`src/rtl/sparce_skip_ctrl_pkg.sv`:
```
// Shared SparCE definitions: skip-controller state encoding and instruction size.
package sparce_pkg;

    typedef enum logic [1:0] {
        IDLE,
        SCAN,
        REDIRECT
    } sparce_skip_state_t;

    localparam int unsigned SPARCE_INST_BYTES = 4;

endpackage

```
`src/rtl/sparce_skip_ctrl_if.sv`:
```
// Skip-request / fetch-redirect bundle between the sparsity logic, fetch stage and skip controller.
interface sparce_internal_if #(
    parameter int unsigned SKIP_W = 4,
    parameter int unsigned CNT_W  = 16
);
    logic              skip_req;
    logic [31:0]       skip_pc;
    logic [SKIP_W-1:0] skip_insts;
    logic              fetch_valid;
    logic              ctrl_flow_enable;
    logic              flush;
    logic              skip_ack;
    logic              skip_valid;
    logic [31:0]       skip_target;
    logic              busy;
    logic [CNT_W-1:0]  abort_cnt;

    modport skip_ctrl (
        input  skip_req, skip_pc, skip_insts, fetch_valid, ctrl_flow_enable, flush, skip_ack,
        output skip_valid, skip_target, busy, abort_cnt
    );

    modport slave (
        input  skip_req, skip_pc, skip_insts, fetch_valid, ctrl_flow_enable, flush, skip_ack,
        output skip_valid, skip_target, busy, abort_cnt
    );

    modport master (
        output skip_req, skip_pc, skip_insts, fetch_valid, ctrl_flow_enable, flush, skip_ack,
        input  skip_valid, skip_target, busy, abort_cnt
    );
endinterface

```
`src/rtl/sparce_skip_ctrl_sat_counter.sv`:
```
// Saturating up-counter: increments on i_inc, sticks at all-ones.
module sparce_sat_counter #(
    parameter int unsigned WIDTH = 16
) (
    input  logic             CLK,
    input  logic             nRST,
    input  logic             i_inc,
    output logic [WIDTH-1:0] o_count
);
    logic [WIDTH-1:0] r_count;

    always_ff @(posedge CLK or negedge nRST) begin
        if (!nRST) begin
            r_count <= '0;
        end else if (i_inc && (r_count != '1)) begin
            r_count <= r_count + WIDTH'(1);
        end
    end

    assign o_count = r_count;
endmodule

```
`src/rtl/sparce_skip_ctrl.sv`:
```
// SparCE skip controller: verifies a candidate skip window is free of control flow,
// then issues a PC redirect to fetch with a valid/ack handshake.
module sparce_skip_ctrl
    import sparce_pkg::*;
#(
    parameter int unsigned SKIP_W = 4,
    parameter int unsigned CNT_W  = 16
) (
    input  logic                  CLK,
    input  logic                  nRST,
    sparce_internal_if.skip_ctrl  io_skip
);
    sparce_skip_state_t r_state, w_state_next;
    logic [SKIP_W-1:0]  r_remain, w_remain_next;
    logic [31:0]        r_target, w_target_next;
    logic [31:0]        w_req_target;
    logic               r_valid;
    logic               r_busy;
    logic               w_abort;

    // Low PC bits are forced to zero; the window spans skip_insts words past skip_pc.
    assign w_req_target = {io_skip.skip_pc[31:2], 2'b00}
                        + ((32'(io_skip.skip_insts) + 32'd1) * SPARCE_INST_BYTES);

    always_comb begin
        w_state_next  = r_state;
        w_remain_next = r_remain;
        w_target_next = r_target;
        w_abort       = 1'b0;
        if (io_skip.flush) begin
            w_state_next = IDLE;
        end else begin
            unique case (r_state)
                IDLE: begin
                    if (io_skip.skip_req && (io_skip.skip_insts != '0)) begin
                        w_state_next  = SCAN;
                        w_remain_next = io_skip.skip_insts;
                        w_target_next = w_req_target;
                    end
                end
                SCAN: begin
                    if (io_skip.fetch_valid) begin
                        if (!io_skip.ctrl_flow_enable) begin
                            w_state_next = IDLE;
                            w_abort      = 1'b1;
                        end else begin
                            w_remain_next = r_remain - SKIP_W'(1);
                            if (r_remain == SKIP_W'(1)) begin
                                w_state_next = REDIRECT;
                            end
                        end
                    end
                end
                REDIRECT: begin
                    if (io_skip.skip_ack) begin
                        w_state_next = IDLE;
                    end
                end
                default: w_state_next = IDLE;
            endcase
        end
    end

    // Status outputs are registered from the next state so no input reaches an output directly.
    always_ff @(posedge CLK or negedge nRST) begin
        if (!nRST) begin
            r_state  <= IDLE;
            r_remain <= '0;
            r_target <= '0;
            r_valid  <= 1'b0;
            r_busy   <= 1'b0;
        end else begin
            r_state  <= w_state_next;
            r_remain <= w_remain_next;
            r_target <= w_target_next;
            r_valid  <= (w_state_next == REDIRECT);
            r_busy   <= (w_state_next != IDLE);
        end
    end

    sparce_sat_counter #(
        .WIDTH (CNT_W)
    ) u_abort_cnt (
        .CLK     (CLK),
        .nRST    (nRST),
        .i_inc   (w_abort),
        .o_count (io_skip.abort_cnt)
    );

    assign io_skip.skip_valid  = r_valid;
    assign io_skip.skip_target = r_target;
    assign io_skip.busy        = r_busy;
endmodule

```
`src/flat_wrapper.sv`:
```
// flat-port wrapper written by rule: the top's interface ports become plain ports
module sparce_skip_ctrl_flat import sparce_pkg::*;
#(
    parameter int unsigned SKIP_W = 4,
    parameter int unsigned CNT_W  = 16
)
  (CLK, nRST, io_skip_skip_req, io_skip_skip_pc, io_skip_skip_insts, io_skip_fetch_valid, io_skip_ctrl_flow_enable, io_skip_flush, io_skip_skip_ack, io_skip_skip_valid, io_skip_skip_target, io_skip_busy, io_skip_abort_cnt);
  sparce_internal_if #(.SKIP_W(SKIP_W), .CNT_W(CNT_W)) io_skip_i ();
  input  logic CLK;
  input  logic nRST;
  input wire logic [$bits(io_skip_i.skip_req)-1:0] io_skip_skip_req;
  input wire logic [$bits(io_skip_i.skip_pc)-1:0] io_skip_skip_pc;
  input wire logic [$bits(io_skip_i.skip_insts)-1:0] io_skip_skip_insts;
  input wire logic [$bits(io_skip_i.fetch_valid)-1:0] io_skip_fetch_valid;
  input wire logic [$bits(io_skip_i.ctrl_flow_enable)-1:0] io_skip_ctrl_flow_enable;
  input wire logic [$bits(io_skip_i.flush)-1:0] io_skip_flush;
  input wire logic [$bits(io_skip_i.skip_ack)-1:0] io_skip_skip_ack;
  output wire logic [$bits(io_skip_i.skip_valid)-1:0] io_skip_skip_valid;
  output wire logic [$bits(io_skip_i.skip_target)-1:0] io_skip_skip_target;
  output wire logic [$bits(io_skip_i.busy)-1:0] io_skip_busy;
  output wire logic [$bits(io_skip_i.abort_cnt)-1:0] io_skip_abort_cnt;
  assign io_skip_i.skip_req = io_skip_skip_req;
  assign io_skip_i.skip_pc = io_skip_skip_pc;
  assign io_skip_i.skip_insts = io_skip_skip_insts;
  assign io_skip_i.fetch_valid = io_skip_fetch_valid;
  assign io_skip_i.ctrl_flow_enable = io_skip_ctrl_flow_enable;
  assign io_skip_i.flush = io_skip_flush;
  assign io_skip_i.skip_ack = io_skip_skip_ack;
  assign io_skip_skip_valid = io_skip_i.skip_valid;
  assign io_skip_skip_target = io_skip_i.skip_target;
  assign io_skip_busy = io_skip_i.busy;
  assign io_skip_abort_cnt = io_skip_i.abort_cnt;
  sparce_skip_ctrl #(.SKIP_W(SKIP_W), .CNT_W(CNT_W)) u_core (.CLK(CLK), .nRST(nRST), .io_skip(io_skip_i));
endmodule
```
`config.mk`:
```
export PLATFORM = sky130hd
export DESIGN_NAME = sparce_skip_ctrl_flat
export DESIGN_NICKNAME = d
export VERILOG_FILES = /design/src/rtl/sparce_skip_ctrl_pkg.sv /design/src/rtl/sparce_skip_ctrl_if.sv /design/src/rtl/sparce_skip_ctrl_sat_counter.sv /design/src/rtl/sparce_skip_ctrl.sv /design/src/flat_wrapper.sv
export SDC_FILE = /design/constraint.sdc
export NUM_CORES = 1
export LEC_CHECK = 0
export BUFFER_PORTS_ARGS = -buffer_cell sky130_fd_sc_hd__buf_2
export CORE_MARGIN = 4
export CORE_UTILIZATION = 23
export CTS_CLUSTER_SIZE = 16
export DETAILED_ROUTE_END_ITERATION = 6
export SLEW_MARGIN = 25
export SYNTH_ARGS = -nofsm -noshare
export SYNTH_HDL_FRONTEND = slang
export SYNTH_SLANG_ARGS = --single-unit
```
`constraint.sdc`:
```
create_clock -name CLK -period 3.4 [get_ports CLK]
set_input_delay 0.68 -clock CLK [delete_from_list [all_inputs] [get_ports CLK]]
set_output_delay 0.68 -clock CLK [all_outputs]
set_load 0.01 [all_outputs]
```
* Word level (Yosys, flattened, before mapping)
Cells that the tools add are included.
** Word-level totals
- Register bits :: 56
- Latch bits :: 0
- Bits in writable memories :: 0
- Bits in read-only memories :: 0
- Input port bits :: 43
- Word-level logic and storage cells :: 42
- Memories :: 0
** Operators by class
- Add/subtract/negate cells :: 4
- Multipliers :: 0
- Div/mod/pow operators :: 0
- Magnitude comparators :: 0
- Equal/unequal tests :: 8
- Shift-type cells :: 0
- Multiplexer cells :: 15
- Bitwise operators :: 1
- Reduce and logical (&&, ||, !) cells :: 8
** Operator list (number)
- $add 32x32->32 :: 1
- $add 16x1->16 const B :: 1
- $ne 16x16->1 const B :: 1
- $mux 2 :: 6
- $mux 4 :: 3
- $pmux 4 s2 :: 1
- $pmux 2 s3 :: 1
- $add 4x1->5 const B :: 1
- $reduce_and 5->1 :: 1
- $eq 2x2->1 const B :: 2
- $eq 4x1->1 const B :: 1
- $mux 1 :: 4
- $ne 2x2->1 const B :: 2
- $reduce_bool 2->1 :: 2
- $reduce_bool 4->1 :: 1
- $sub 4x1->4 const B :: 1
- $reduce_and 3->1 :: 1
- $eq 2x1->1 const B :: 1
- $logic_and 1x1->1 :: 2
- $logic_not 2->1 :: 1
- $ne 2x1->1 const B :: 1
- $not 1->1 :: 1

* Depth between registers and ports, before layout
Gate-level depths: netlist of the first run.
- Depth after elaboration :: 7
- Gate-level depth with buffers :: 10

* Modules after synthesis
A second synthesis of the first run with hierarchy kept.
** Unflattened totals
- Cells, all modules :: 329
- Area, all modules :: 3268.1 µm²
** By module, submodules not included
- sparce_skip_ctrl :: instances 1, cells an instance 257, area each 2408.6 µm²
- sparce_sat_counter :: instances 1, cells an instance 72, area each 859.6 µm²

* Worst setup path before layout of the first run
No wires, ideal clock.
- Path kind :: input port to flip-flop
- Start point :: input io_skip_skip_insts[0]
- End point :: register u_core.r_target[26] (netlist: u_core.io_skip.skip_target[26])
- Setup time :: 0.120 ns
- Data arrival time :: 2.560 ns
- Path slack :: 0.720 ns
- Cell stages on the path :: 10
- Cells stage by stage :: inv_1 -> ha_1 -> inv_1 -> fa_1 -> and2b_1 -> o211ai_1 -> buf_6 -> a2111oi_2 -> xnor2_1 -> o21ai_2
** On the way
- Word-level cells in the longest chain between the ends :: 3
- Elaborated cells between the ends (all ways) :: 5
- Those cells by class :: add/sub (2); reduce/logical (3)
** Ends and longest elaborated chain
- start: declaration :: RTL line flat_wrapper.sv:13 : input wire logic [$bits(io_skip_i.skip_insts)-1:0] io_skip_skip_insts;
- branches (longest 3 deep; another with $add 32x32->32)
- end signal: assignment :: RTL line sparce_skip_ctrl.sv:75 : r_target <= w_target_next;
- end: declaration :: RTL line sparce_skip_ctrl.sv:15 : logic [31:0] r_target, w_target_next;
Several ways; the timed one is not identified.
A chain may end at the register's enable or synchronous reset.

* Worst setup path after layout of the first run
- Start point :: input io_skip_skip_insts[0]
- End point :: register u_core.r_target[30] (netlist: u_core.io_skip.skip_target[30])
Same word-level chain as after synthesis.

==> flow_metrics.py, run 1 <==
metrics = {
    "outcome": {
        "run_status": "complete, no violations",
    },
    "min_path": {
        "hold_class": "input pin to asynchronous set/reset pin",
    },
    "timing": {
        "min_period_over_period": 0.803,
        "final_hold_viol_count": 0,
        "finalMaxSlewViolations": 0,
        "setup_total_negative_slack_ps": 0,
        "post-route-min-period_ps": 2730,
        "fmax_mhz": 366,
        "rsz0062_at_grt": "no",
        "setup_viol_count_final": 0,
        "worst_slew_pin_slew_ps": 676,
        "slew_headroom": 0.550,
        "post_route_hold_slack_ps": 418,
        "final.setup.worst_slack_ps": 671,
        "finalClockSkew_ps": 5.57,
    },
    "power_and_ir_drop": {
        "netSwitchingFraction": 0.319,
        "netsw_mw": 0.609,
        "total_leakage_power_nw": 1.86,
        "seqPwrFrac": 0.437,
        "power.clock.fraction": 0.307,
        "combPwrFrac": 0.257,
        "cellPowerDensity_nw_per_um2": 467,
        "p_int_mw": 1.30,
        "peakVddDrop_mv": 0.236,
    },
    "routing": {
        "remaining_drc_errors": 0,
        "via_count": 2834,
        "wl_um": 8870,
        "routed_wire_length_per_instance_um": 14.3,
        "route.detailed.vias_per_inst": 4.59,
        "drt_first_iter_violations": 144,
        "final_antenna_net_count": 0,
        "firstDrtPassIters": 4,
    },
    "logic_synthesis": {
        "seq_total_area_yosys": 0.411,
        "number_of_flops_mapped_to_enable_cells_by_yosys": 0,
        "synth_warnings": 0,
        "synth_mux_area_frac": 0.00952,
        "synthCells": 347,
        "synth_top_family_by_area": "simple AND/OR/NAND/NOR gates",
        "post_synth_xor_area_fraction": 0.109,
        "yosysTopAreaCellShare": 0.411,
        "ys_top_cells_by_area": "sky130_fd_sc_hd__dfrtp_1 (41%), sky130_fd_sc_hd__xnor2_1 (7.7%), sky130_fd_sc_hd__nand2_1 (5.6%), sky130_fd_sc_hd__o21ai_0 (4.0%), sky130_fd_sc_hd__ha_1 (3.8%)",
        "syn_area_per_cell_um2": 9.47,
        "post_synth_and_or_nand_nor_area_fraction": 0.229,
        "yosys.area_share.adder": 0.0442,
        "fraction_of_synthesis_flops_using_an_asynchronous_set_or_reset_pin": 1.00,
        "summed_instance_area_of_the_synthesized_netlist_um2": 3290,
        "synth.largest_area_cell": "sky130_fd_sc_hd__dfrtp_1",
        "postSynth.topFlopCell": "sky130_fd_sc_hd__dfrtp_1",
        "synth_compound_gate_area_share": 0.147,
        "synth_cell_types": 59,
        "ys_ff_latch": 54,
    },
    "worst_setup_path": {
        "crit_slowest_cell": "sky130_fd_sc_hd__fa_1",
        "critPathRequiredTime_ps": 3570,
        "cp_data_arrival_time_ps": 2900,
        "worst-setup-path-type": "input pin to flop",
        "slowest_delay_ps": 410,
        "cp_common_cell": "sky130_fd_sc_hd__inv_1",
        "crit-reg2reg-launch": "u_core.u_abort_cnt.o_count[0]",
        "critical_path.n_buffers_inverters": 4,
        "critPathTopFamily": "adder cells",
        "crit_path_end_kind": "flop",
        "crit_end": "u_core.io_skip.skip_target[30]",
        "crit_cells": 11,
        "r2r_slack_ps": 1450,
        "timing.rr.end": "u_core.u_abort_cnt.o_count[14]",
        "setup.worst_path.start_class": "input pin",
        "crit_chain": "buf_2 -> inv_1 -> ha_1 -> inv_1 -> fa_1 -> and2b_1 -> o211ai_1 -> buf_4 -> a2111oi_2 -> xnor2_1 -> o21ai_1",
        "critical_path.startpoint": "io_skip_skip_insts[0]",
        "worst_r2r_path_depth": 6,
        "path_max_fanout": 5,
    },
    "final_layout": {
        "area.growth.synth_to_final_pct": 24.6,
        "antenna_diodes": 0,
        "final_nets": 491,
        "final-seq-area_um2": 1350,
        "design_area_um2": 4090,
        "drive_above_1_share": 0.272,
        "multi_input_area_um2": 1780,
        "fillerInstances": 1472,
        "top_library_cells_by_usage_in_the_layout_fill_and_taps_aside": "sky130_fd_sc_hd__buf_2 (88), sky130_fd_sc_hd__dfrtp_1 (54), sky130_fd_sc_hd__nand2_1 (49)",
        "final_common_cell": "sky130_fd_sc_hd__buf_2",
    },
    "global_route": {
        "globalRouteTotalUtil": 0.110,
        "overflow": 0,
        "wire_length_of_the_first_global_routing_pass_um": 14600,
        "number_of_global_route_vias_before_repair": 2874,
        "antenna_found_initial": 0,
        "grt_start_max_net_pins": 34,
    },
    "cts": {
        "clkSlewWorstSetupHoldPaths_ps": 70,
        "tritoncts": "built",
        "cts.root.buffer_cell": "sky130_fd_sc_hd__clkbuf_16",
        "cts_buffers": 5,
        "htree_levels": 2,
        "cts_hold_repair.buffers": 0,
        "clk_latency_ps": 290,
        "numClockSinks": 54,
        "post_cts.repair.setup_buffers": 0,
        "post_cts.resized_instances": 0,
        "cts_buffer_depth": 2,
    },
    "die": {
        "die_area_um2": 16300,
        "chipHeight_um": 128,
        "top_level_ports": 93,
        "initial_utilization": 0.236,
        "die_width_um": 128,
        "placeableCoreArea_um2": 13900,
        "rows": 43,
    },
    "placement": {
        "weighted_congestion_reported_at_the_end_of_routability_driven_placement": 0.848,
        "pre_cts_ws_ps": 361,
        "placedInstanceArea_um2": 3930,
        "dp.final_hpwl_um": 7000,
        "io_buffers": 88,
    },
    "flow_run": {
        "timing.max_cap.violations": 0,
    },
}
[through the flow]
stage / total power [mW] / util / std cells
after floorplan: 1.12 / - / 348
after global placement: 1.33 / 0.282 / 610
after detailed placement: 1.35 / 0.282 / 610
after CTS: 1.94 / 0.294 / 618
after global routing: 2.04 / 0.294 / 618
final: 1.91 / 0.294 / 618
[state kept, by name, indices dropped and copies added (netlist names)]
signal	count
u_core.r_remain	4
u_core.io_skip.busy	1
u_core.u_abort_cnt.o_count	16
u_core.io_skip.skip_valid	1
u_core.io_skip.skip_target	30
u_core.r_state	2
[power groups by stage]
stage / Clock, mW / Combinational [mW] / Sequential, mW
floorplan: 0 / 0.236 / 0.880
global placement: 0 / 0.491 / 0.841
detailed placement: 0 / 0.501 / 0.847
CTS: 0.605 / 0.502 / 0.836
global route: 0.630 / 0.552 / 0.854
finish: 0.586 / 0.490 / 0.834
[final cells by class]
| class | count | share of cell area |
|---|---|---|
| timing repair buffer | 98 | 0.126 |
| clock buffer | 7 | 0.0324 |
| sequential | 54 | 0.330 |
| tap | 180 | 0.0550 |
| clock inverter | 1 | 0.00734 |
| multi-input combinational | 263 | 0.435 |
| inverter | 15 | 0.0138 |
[how the worst min path moves through the flow]
stage                                        from                            end  slack (ps)  cells past startpoint
finish                                       nRST  u_core.u_abort_cnt.o_count[4]         420                      1
CTS                                          nRST  u_core.u_abort_cnt.o_count[2]         440                      1
detailed placement  u_core.io_skip.skip_target[5]  u_core.io_skip.skip_target[5]         470                      2
floorplan                                    nRST            u_core.io_skip.busy         380                      0
global route                                 nRST  u_core.u_abort_cnt.o_count[4]         470                      1
global placement    u_core.io_skip.skip_target[2]  u_core.io_skip.skip_target[2]         460                      2
[cell usage after synthesis (7+ instances only)]
library cell and n:
sky130_fd_sc_hd__inv_1 15, sky130_fd_sc_hd__ha_1 10, sky130_fd_sc_hd__nand4_1 10, sky130_fd_sc_hd__xor2_1 12, sky130_fd_sc_hd__o21ai_1 7, sky130_fd_sc_hd__xnor2_1 29
sky130_fd_sc_hd__nand3_1 14, sky130_fd_sc_hd__dfrtp_1 54, sky130_fd_sc_hd__nand2_1 49, sky130_fd_sc_hd__o21ai_0 26, sky130_fd_sc_hd__buf_2 7, sky130_fd_sc_hd__a21oi_1 10
sky130_fd_sc_hd__nor2_1 14, sky130_fd_sc_hd__a211oi_1 7
[kinds of logic (layout without fill, tap and decap cells)]
family	count (synthesis)	after routing
other	1	2
buffers and inverters	31	121
adder cells (fa/ha/maj)	11	11
AND/OR/NAND/NOR	135	135
AO/OA/AOI/OAI	71	71
flip-flops	54	54
multiplexers	3	3
XOR/XNOR	41	41
[worst reg2reg max path, stage by stage (launching register included)]
cell	delay, ps
sky130_fd_sc_hd__dfrtp_1	430
sky130_fd_sc_hd__ha_1	290
sky130_fd_sc_hd__and4_1	260
sky130_fd_sc_hd__nand4_1	130
sky130_fd_sc_hd__or3b_1	450
sky130_fd_sc_hd__nor2_1	140
sky130_fd_sc_hd__xor2_1	180
[per-layer routing]
layer  vias up  wire (um)  global-route usage
met3         9        456              0.0255
met2        79       4170               0.180
met1      1338       4150               0.148
met5         -          0                   0
met4         0         87              0.0271
li1       1408          -                   -
Power figures use the tool's default switching activity.
==> inputs of run 2 (changes only) <==
==> constraint.sdc (replaced) <==
create_clock -name CLK -period 2.6 [get_ports CLK]
set_input_delay 0.52 -clock CLK [delete_from_list [all_inputs] [get_ports CLK]]
set_output_delay 0.52 -clock CLK [all_outputs]
set_load 0.01 [all_outputs]
==> run 2 against run 1 <==
Compared with the run above: first-iteration DRC count shrank 22%; flip-flop and latch count is the same; global-route usage is essentially flat; largest cell class unchanged; largest power group unchanged.
==> flow_metrics.py, run 2 (synthesis gave the netlist of run 1 again) <==
metrics = {
    "outcome": {
        "run_status": "complete, no violations",
    },
    "power_and_ir_drop": {
        "netsw_mw": 0.809,
        "total_leakage_power_nw": 1.92,
        "cellPowerDensity_nw_per_um2": 597,
        "power.clock.fraction": 0.305,
        "seqPwrFrac": 0.434,
        "peakVddDrop_mv": 0.356,
        "p_int_mw": 1.71,
        "combPwrFrac": 0.261,
        "netSwitchingFraction": 0.321,
    },
    "cts": {
        "clkSlewWorstSetupHoldPaths_ps": 70,
        "numClockSinks": 54,
        "cts_buffers": 5,
        "htree_levels": 2,
        "cts_hold_repair.buffers": 0,
        "tritoncts": "built",
        "clk_latency_ps": 300,
        "cts_buffer_depth": 2,
        "cts.root.buffer_cell": "sky130_fd_sc_hd__clkbuf_16",
    },
    "timing": {
        "finalClockSkew_ps": 3.62,
        "post-route-min-period_ps": 2480,
        "post_route_hold_slack_ps": 111,
        "finalMaxSlewViolations": 0,
        "setup_total_negative_slack_ps": 0,
        "min_period_over_period": 0.953,
        "rsz0062_at_grt": "yes",
        "final.setup.worst_slack_ps": 123,
        "fmax_mhz": 404,
        "slew_headroom": 0.672,
        "final_hold_viol_count": 0,
        "setup_viol_count_final": 0,
        "worst_slew_pin_slew_ps": 486,
    },
    "routing": {
        "final_antenna_net_count": 0,
        "drt_first_iter_violations": 112,
        "via_count": 2871,
        "firstDrtPassIters": 5,
        "routed_wire_length_per_instance_um": 14.0,
        "remaining_drc_errors": 0,
        "route.detailed.vias_per_inst": 4.56,
        "wl_um": 8790,
    },
    "die": {
        "placeableCoreArea_um2": 13900,
        "chipHeight_um": 128,
        "die_area_um2": 16300,
        "rows": 43,
        "top_level_ports": 93,
        "die_width_um": 128,
        "initial_utilization": 0.236,
    },
    "final_layout": {
        "postLayoutCoreUtil": 0.303,
        "largest_register_ffs": 30,
        "final_nets": 502,
        "final_common_cell": "sky130_fd_sc_hd__buf_2",
        "top_library_cells_by_usage_in_the_layout_fill_and_taps_aside": "sky130_fd_sc_hd__buf_2 (88), sky130_fd_sc_hd__dfrtp_1 (54), sky130_fd_sc_hd__nand2_1 (49)",
        "antenna_diodes": 0,
        "multi_input_area_um2": 1820,
        "drive_above_1_share": 0.301,
        "final-seq-area_um2": 1350,
        "fillerInstances": 1470,
        "area.growth.synth_to_final_pct": 28.4,
    },
    "global_route": {
        "grt_start_max_net_pins": 34,
        "number_of_global_route_vias_before_repair": 2940,
        "wire_length_of_the_first_global_routing_pass_um": 14500,
        "overflow": 0,
        "globalRouteTotalUtil": 0.110,
        "antenna_found_initial": 0,
    },
    "placement": {
        "pre_cts_ws_ps": -262,
        "dp.final_hpwl_um": 7050,
        "weighted_congestion_reported_at_the_end_of_routability_driven_placement": 0.842,
        "io_buffers": 88,
    },
    "min_path": {
        "hold_class": "input pin to asynchronous set/reset pin",
    },
    "worst_setup_path": {
        "critPathRequiredTime_ps": 2780,
        "cp_data_arrival_time_ps": 2660,
        "worst-setup-path-type": "input pin to flop",
        "crit_path_end_kind": "flop",
        "setup.worst_path.start_class": "input pin",
        "path_max_fanout": 5,
    },
    "flow_run": {
        "timing.max_cap.violations": 0,
    },
}
-- run 2: worst paths after layout --
check	startpoint	endpoint	slack (ps)	depth (start not counted)
max reg2reg	u_core.u_abort_cnt.o_count[0]	u_core.u_abort_cnt.o_count[14]	630	6
max	io_skip_skip_insts[0]	u_core.io_skip.skip_target[22]	120	11
min	nRST	u_core.u_abort_cnt.o_count[5]	110	1
min in group CLK	io_skip_flush	u_core.io_skip.skip_valid	470	2
max in group asynchronous	nRST	u_core.io_skip.skip_target[9]	1890	2
min reg2reg	u_core.io_skip.skip_target[25]	u_core.io_skip.skip_target[25]	480	2
-- run 2: worst max-delay path, cell delays in order --
cell,delay [ps]
sky130_fd_sc_hd__buf_2,90
sky130_fd_sc_hd__inv_1,60
sky130_fd_sc_hd__ha_1,310
sky130_fd_sc_hd__inv_1,60
sky130_fd_sc_hd__fa_2,360
sky130_fd_sc_hd__and2b_1,220
sky130_fd_sc_hd__o211ai_1,200
sky130_fd_sc_hd__buf_4,250
sky130_fd_sc_hd__a2111oi_4,360
sky130_fd_sc_hd__xnor2_1,160
sky130_fd_sc_hd__o21ai_1,70
-- run 2: cell type report --
| class | instances | share of cell area |
|---|---|---|
| repair buffers | 109 | 0.142 |
| flip-flops and latches | 54 | 0.320 |
| clock buffers | 5 | 0.0297 |
| multi-input cells | 263 | 0.432 |
| well taps | 180 | 0.0534 |
| clock inverters | 3 | 0.00949 |
| inverters | 15 | 0.0133 |
-- run 2: power by group through the flow --
stage | combinational, mW | sequential (mW) | clock, mW
6_report | 0.657 | 1.09 | 0.769
3_3_place_gp | 0.658 | 1.10 | 0
5_1_grt | 0.740 | 1.12 | 0.829
3_5_place_dp | 0.673 | 1.11 | 0
2_1_floorplan | 0.308 | 1.15 | 0
4_1_cts | 0.673 | 1.09 | 0.797
-- run 2: timing repair --
action | in CTS | in global routing
endpoints found under the hold margin | 0 | 0
endpoints found under the setup margin | 0 | 8
gates resized for setup | 0 | 6
setup buffers | 0 | 0
-- run 2: metrics by stage --
stage / total power, mW / cells / area, um2
after floorplan: 1.46 / 348 / 3290
after global placement: 1.76 / 621 / 4010
after detailed placement: 1.78 / 621 / 4010
after CTS: 2.56 / 629 / 4180
after global routing: 2.69 / 629 / 4220
final: 2.52 / 629 / 4220
-- run 2: per-layer routing --
metal,part of all wire,vias up,GRT usage
met4,0.011,0,0.0290
met2,0.48,78,0.183
met3,0.053,8,0.0255
met5,0,-,0
li1,-,1422,-
met1,0.46,1363,0.144
==> inputs of run 3 (changes only) <==
==> constraint.sdc (replaced) <==
create_clock -name CLK -period 2.36 [get_ports CLK]
set_input_delay 0.472 -clock CLK [delete_from_list [all_inputs] [get_ports CLK]]
set_output_delay 0.472 -clock CLK [all_outputs]
set_load 0.01 [all_outputs]
==> run 3 against run 2 <==
Compared with the run above: design area increased by 5.3%; core utilization increased by 1.6 points; die area unchanged; worst hold slack got worse by 48 ps; sequential share of layout area decreased by 1.6 points; critical path type unchanged; highest routed layer unchanged.
==> flow_metrics.py, run 3 (synthesis gave the netlist of run 1 again) <==
metrics = {
    "outcome": {
        "run_status": "complete, no violations",
    },
    "routing": {
        "via_count": 2930,
        "firstDrtPassIters": 6,
        "routed_wire_length_per_instance_um": 14.6,
        "final_antenna_net_count": 0,
        "remaining_drc_errors": 0,
        "drt_first_iter_violations": 161,
        "route.detailed.vias_per_inst": 4.60,
        "wl_um": 9320,
    },
    "cts": {
        "cts_buffer_depth": 2,
        "numClockSinks": 54,
        "clk_latency_ps": 290,
        "cts.root.buffer_cell": "sky130_fd_sc_hd__clkbuf_16",
        "clkSlewWorstSetupHoldPaths_ps": 70,
        "htree_levels": 2,
        "cts_buffers": 5,
        "tritoncts": "built",
    },
    "die": {
        "die_width_um": 128,
        "rows": 43,
        "chipHeight_um": 128,
        "top_level_ports": 93,
        "die_area_um2": 16300,
        "initial_utilization": 0.236,
        "placeableCoreArea_um2": 13900,
    },
    "timing": {
        "final_hold_viol_count": 0,
        "finalMaxSlewViolations": 0,
        "fmax_mhz": 429,
        "finalClockSkew_ps": 3.83,
        "post-route-min-period_ps": 2330,
        "setup_viol_count_final": 0,
        "min_period_over_period": 0.987,
        "rsz0062_at_grt": "yes",
        "slew_headroom": 0.609,
        "worst_slew_pin_slew_ps": 587,
    },
    "placement": {
        "dp.final_hpwl_um": 7040,
        "io_buffers": 88,
        "placedCellCount": 625,
        "placedInstanceArea_um2": 4080,
        "weighted_congestion_reported_at_the_end_of_routability_driven_placement": 0.814,
    },
    "global_route": {
        "number_of_global_route_vias_before_repair": 2977,
        "grt_start_max_net_pins": 59,
        "overflow": 0,
        "globalRouteTotalUtil": 0.114,
        "wire_length_of_the_first_global_routing_pass_um": 14900,
        "antenna_found_initial": 0,
    },
    "power_and_ir_drop": {
        "peakVddDrop_mv": 0.292,
        "total_leakage_power_nw": 2.00,
        "cellPowerDensity_nw_per_um2": 643,
        "finalPower_mw": 2.85,
    },
    "worst_setup_path": {
        "setup.worst_path.start_class": "input pin",
        "cp_data_arrival_time_ps": 2510,
        "critPathTopFamily": "adder cells",
        "cp_common_cell": "sky130_fd_sc_hd__buf_4",
        "critPathRequiredTime_ps": 2540,
        "crit_slowest_cell": "sky130_fd_sc_hd__fa_2",
        "path_max_fanout": 3,
        "worst-setup-path-type": "input pin to flop",
        "slowest_delay_ps": 350,
        "crit_path_end_kind": "flop",
        "crit_chain": "buf_8 -> inv_6 -> ha_4 -> inv_2 -> fa_2 -> and2b_1 -> o211ai_1 -> buf_4 -> a2111oi_2 -> buf_4 -> xnor2_1 -> o21ai_1",
        "critical_path.n_buffers_inverters": 5,
    },
    "final_layout": {
        "final_common_cell": "sky130_fd_sc_hd__buf_2",
        "top_library_cells_by_usage_in_the_layout_fill_and_taps_aside": "sky130_fd_sc_hd__buf_2 (86), sky130_fd_sc_hd__dfrtp_1 (54), sky130_fd_sc_hd__nand2_1 (49)",
        "largest_register_ffs": 30,
        "area.growth.synth_to_final_pct": 35.1,
        "drive_above_1_share": 0.344,
        "fillerInstances": 1433,
        "final_nets": 511,
        "final-instance-count-excl-fill": 637,
        "design_area_um2": 4440,
        "antenna_diodes": 0,
    },
    "min_path": {
        "hold_class": "input pin to asynchronous set/reset pin",
    },
    "flow_run": {
        "timing.max_cap.violations": 0,
    },
}
## run 3: cell count changes in the layout (fill, tap and decap cells not counted), moves of 3 or more
cell	change
sky130_fd_sc_hd__buf_4	+5
sky130_fd_sc_hd__ha_1	-3
sky130_fd_sc_hd__inv_1	-3
sky130_fd_sc_hd__o21ai_0	-3
## run 3: cell type report
type                       instances  area [um2]  area share
multi-input combinational        264        1930       0.436
sequential                        54        1350       0.304
timing repair buffer             117         698       0.157
tap                              180         225      0.0507
clock buffer                       6         139      0.0313
inverter                          15        61.3      0.0138
clock inverter                     1        30.0     0.00676
## run 3: layer usage
layer  GRT usage  part of all wire  vias up
met1       0.147              0.45     1384
li1            -                 -     1445
met2       0.189              0.48       92
met4      0.0271             0.011        0
met5           0                 0        -
met3      0.0314             0.061        9
## run 3: per-stage QoR
stage | hold WS [ps] | TNS, ps | setup WS (ps) | util
after floorplan | 176 | -27.4 | -27.4 | -
after CTS | 63.7 | -22.1 | -16.4 | 0.309
after global routing | 71.0 | -212 | -58.6 | 0.319
after global placement | 387 | -6620 | -464 | 0.293
final | 63.4 | 0 | 30.7 | 0.319
after detailed placement | 391 | -7570 | -502 | 0.293
## run 3: where the power goes
group	total [mW]	internal [mW]	switching (mW)
Sequential	1.21	1.08	0.125
Clock	0.866	0.525	0.342
Combinational	0.778	0.332	0.445
Total	2.85	1.94	0.912
## run 3: final timing paths
check	from	endpoint	slack (ps)	cells after the start
setup reg to reg	u_core.u_abort_cnt.o_count[0]	u_core.u_abort_cnt.o_count[1]	390	5
min in group CLK	io_skip_flush	u_core.io_skip.skip_valid	430	2
hold / removal	nRST	u_core.io_skip.skip_target[25]	60	1
max in group asynchronous	nRST	u_core.io_skip.busy	1620	2
hold reg to reg	u_core.io_skip.skip_target[27]	u_core.io_skip.skip_target[27]	480	2
setup / recovery	io_skip_skip_insts[0]	u_core.io_skip.skip_target[20]	30	12
## run 3: timing repair
item / CTS / global route
buffers inserted: 1 / 3
endpoints found under the setup margin: 13 / 21
hold buffers: 0 / 0
resized for setup: 12 / 24
pin swaps: 9 / 11
gates cloned: 0 / 1
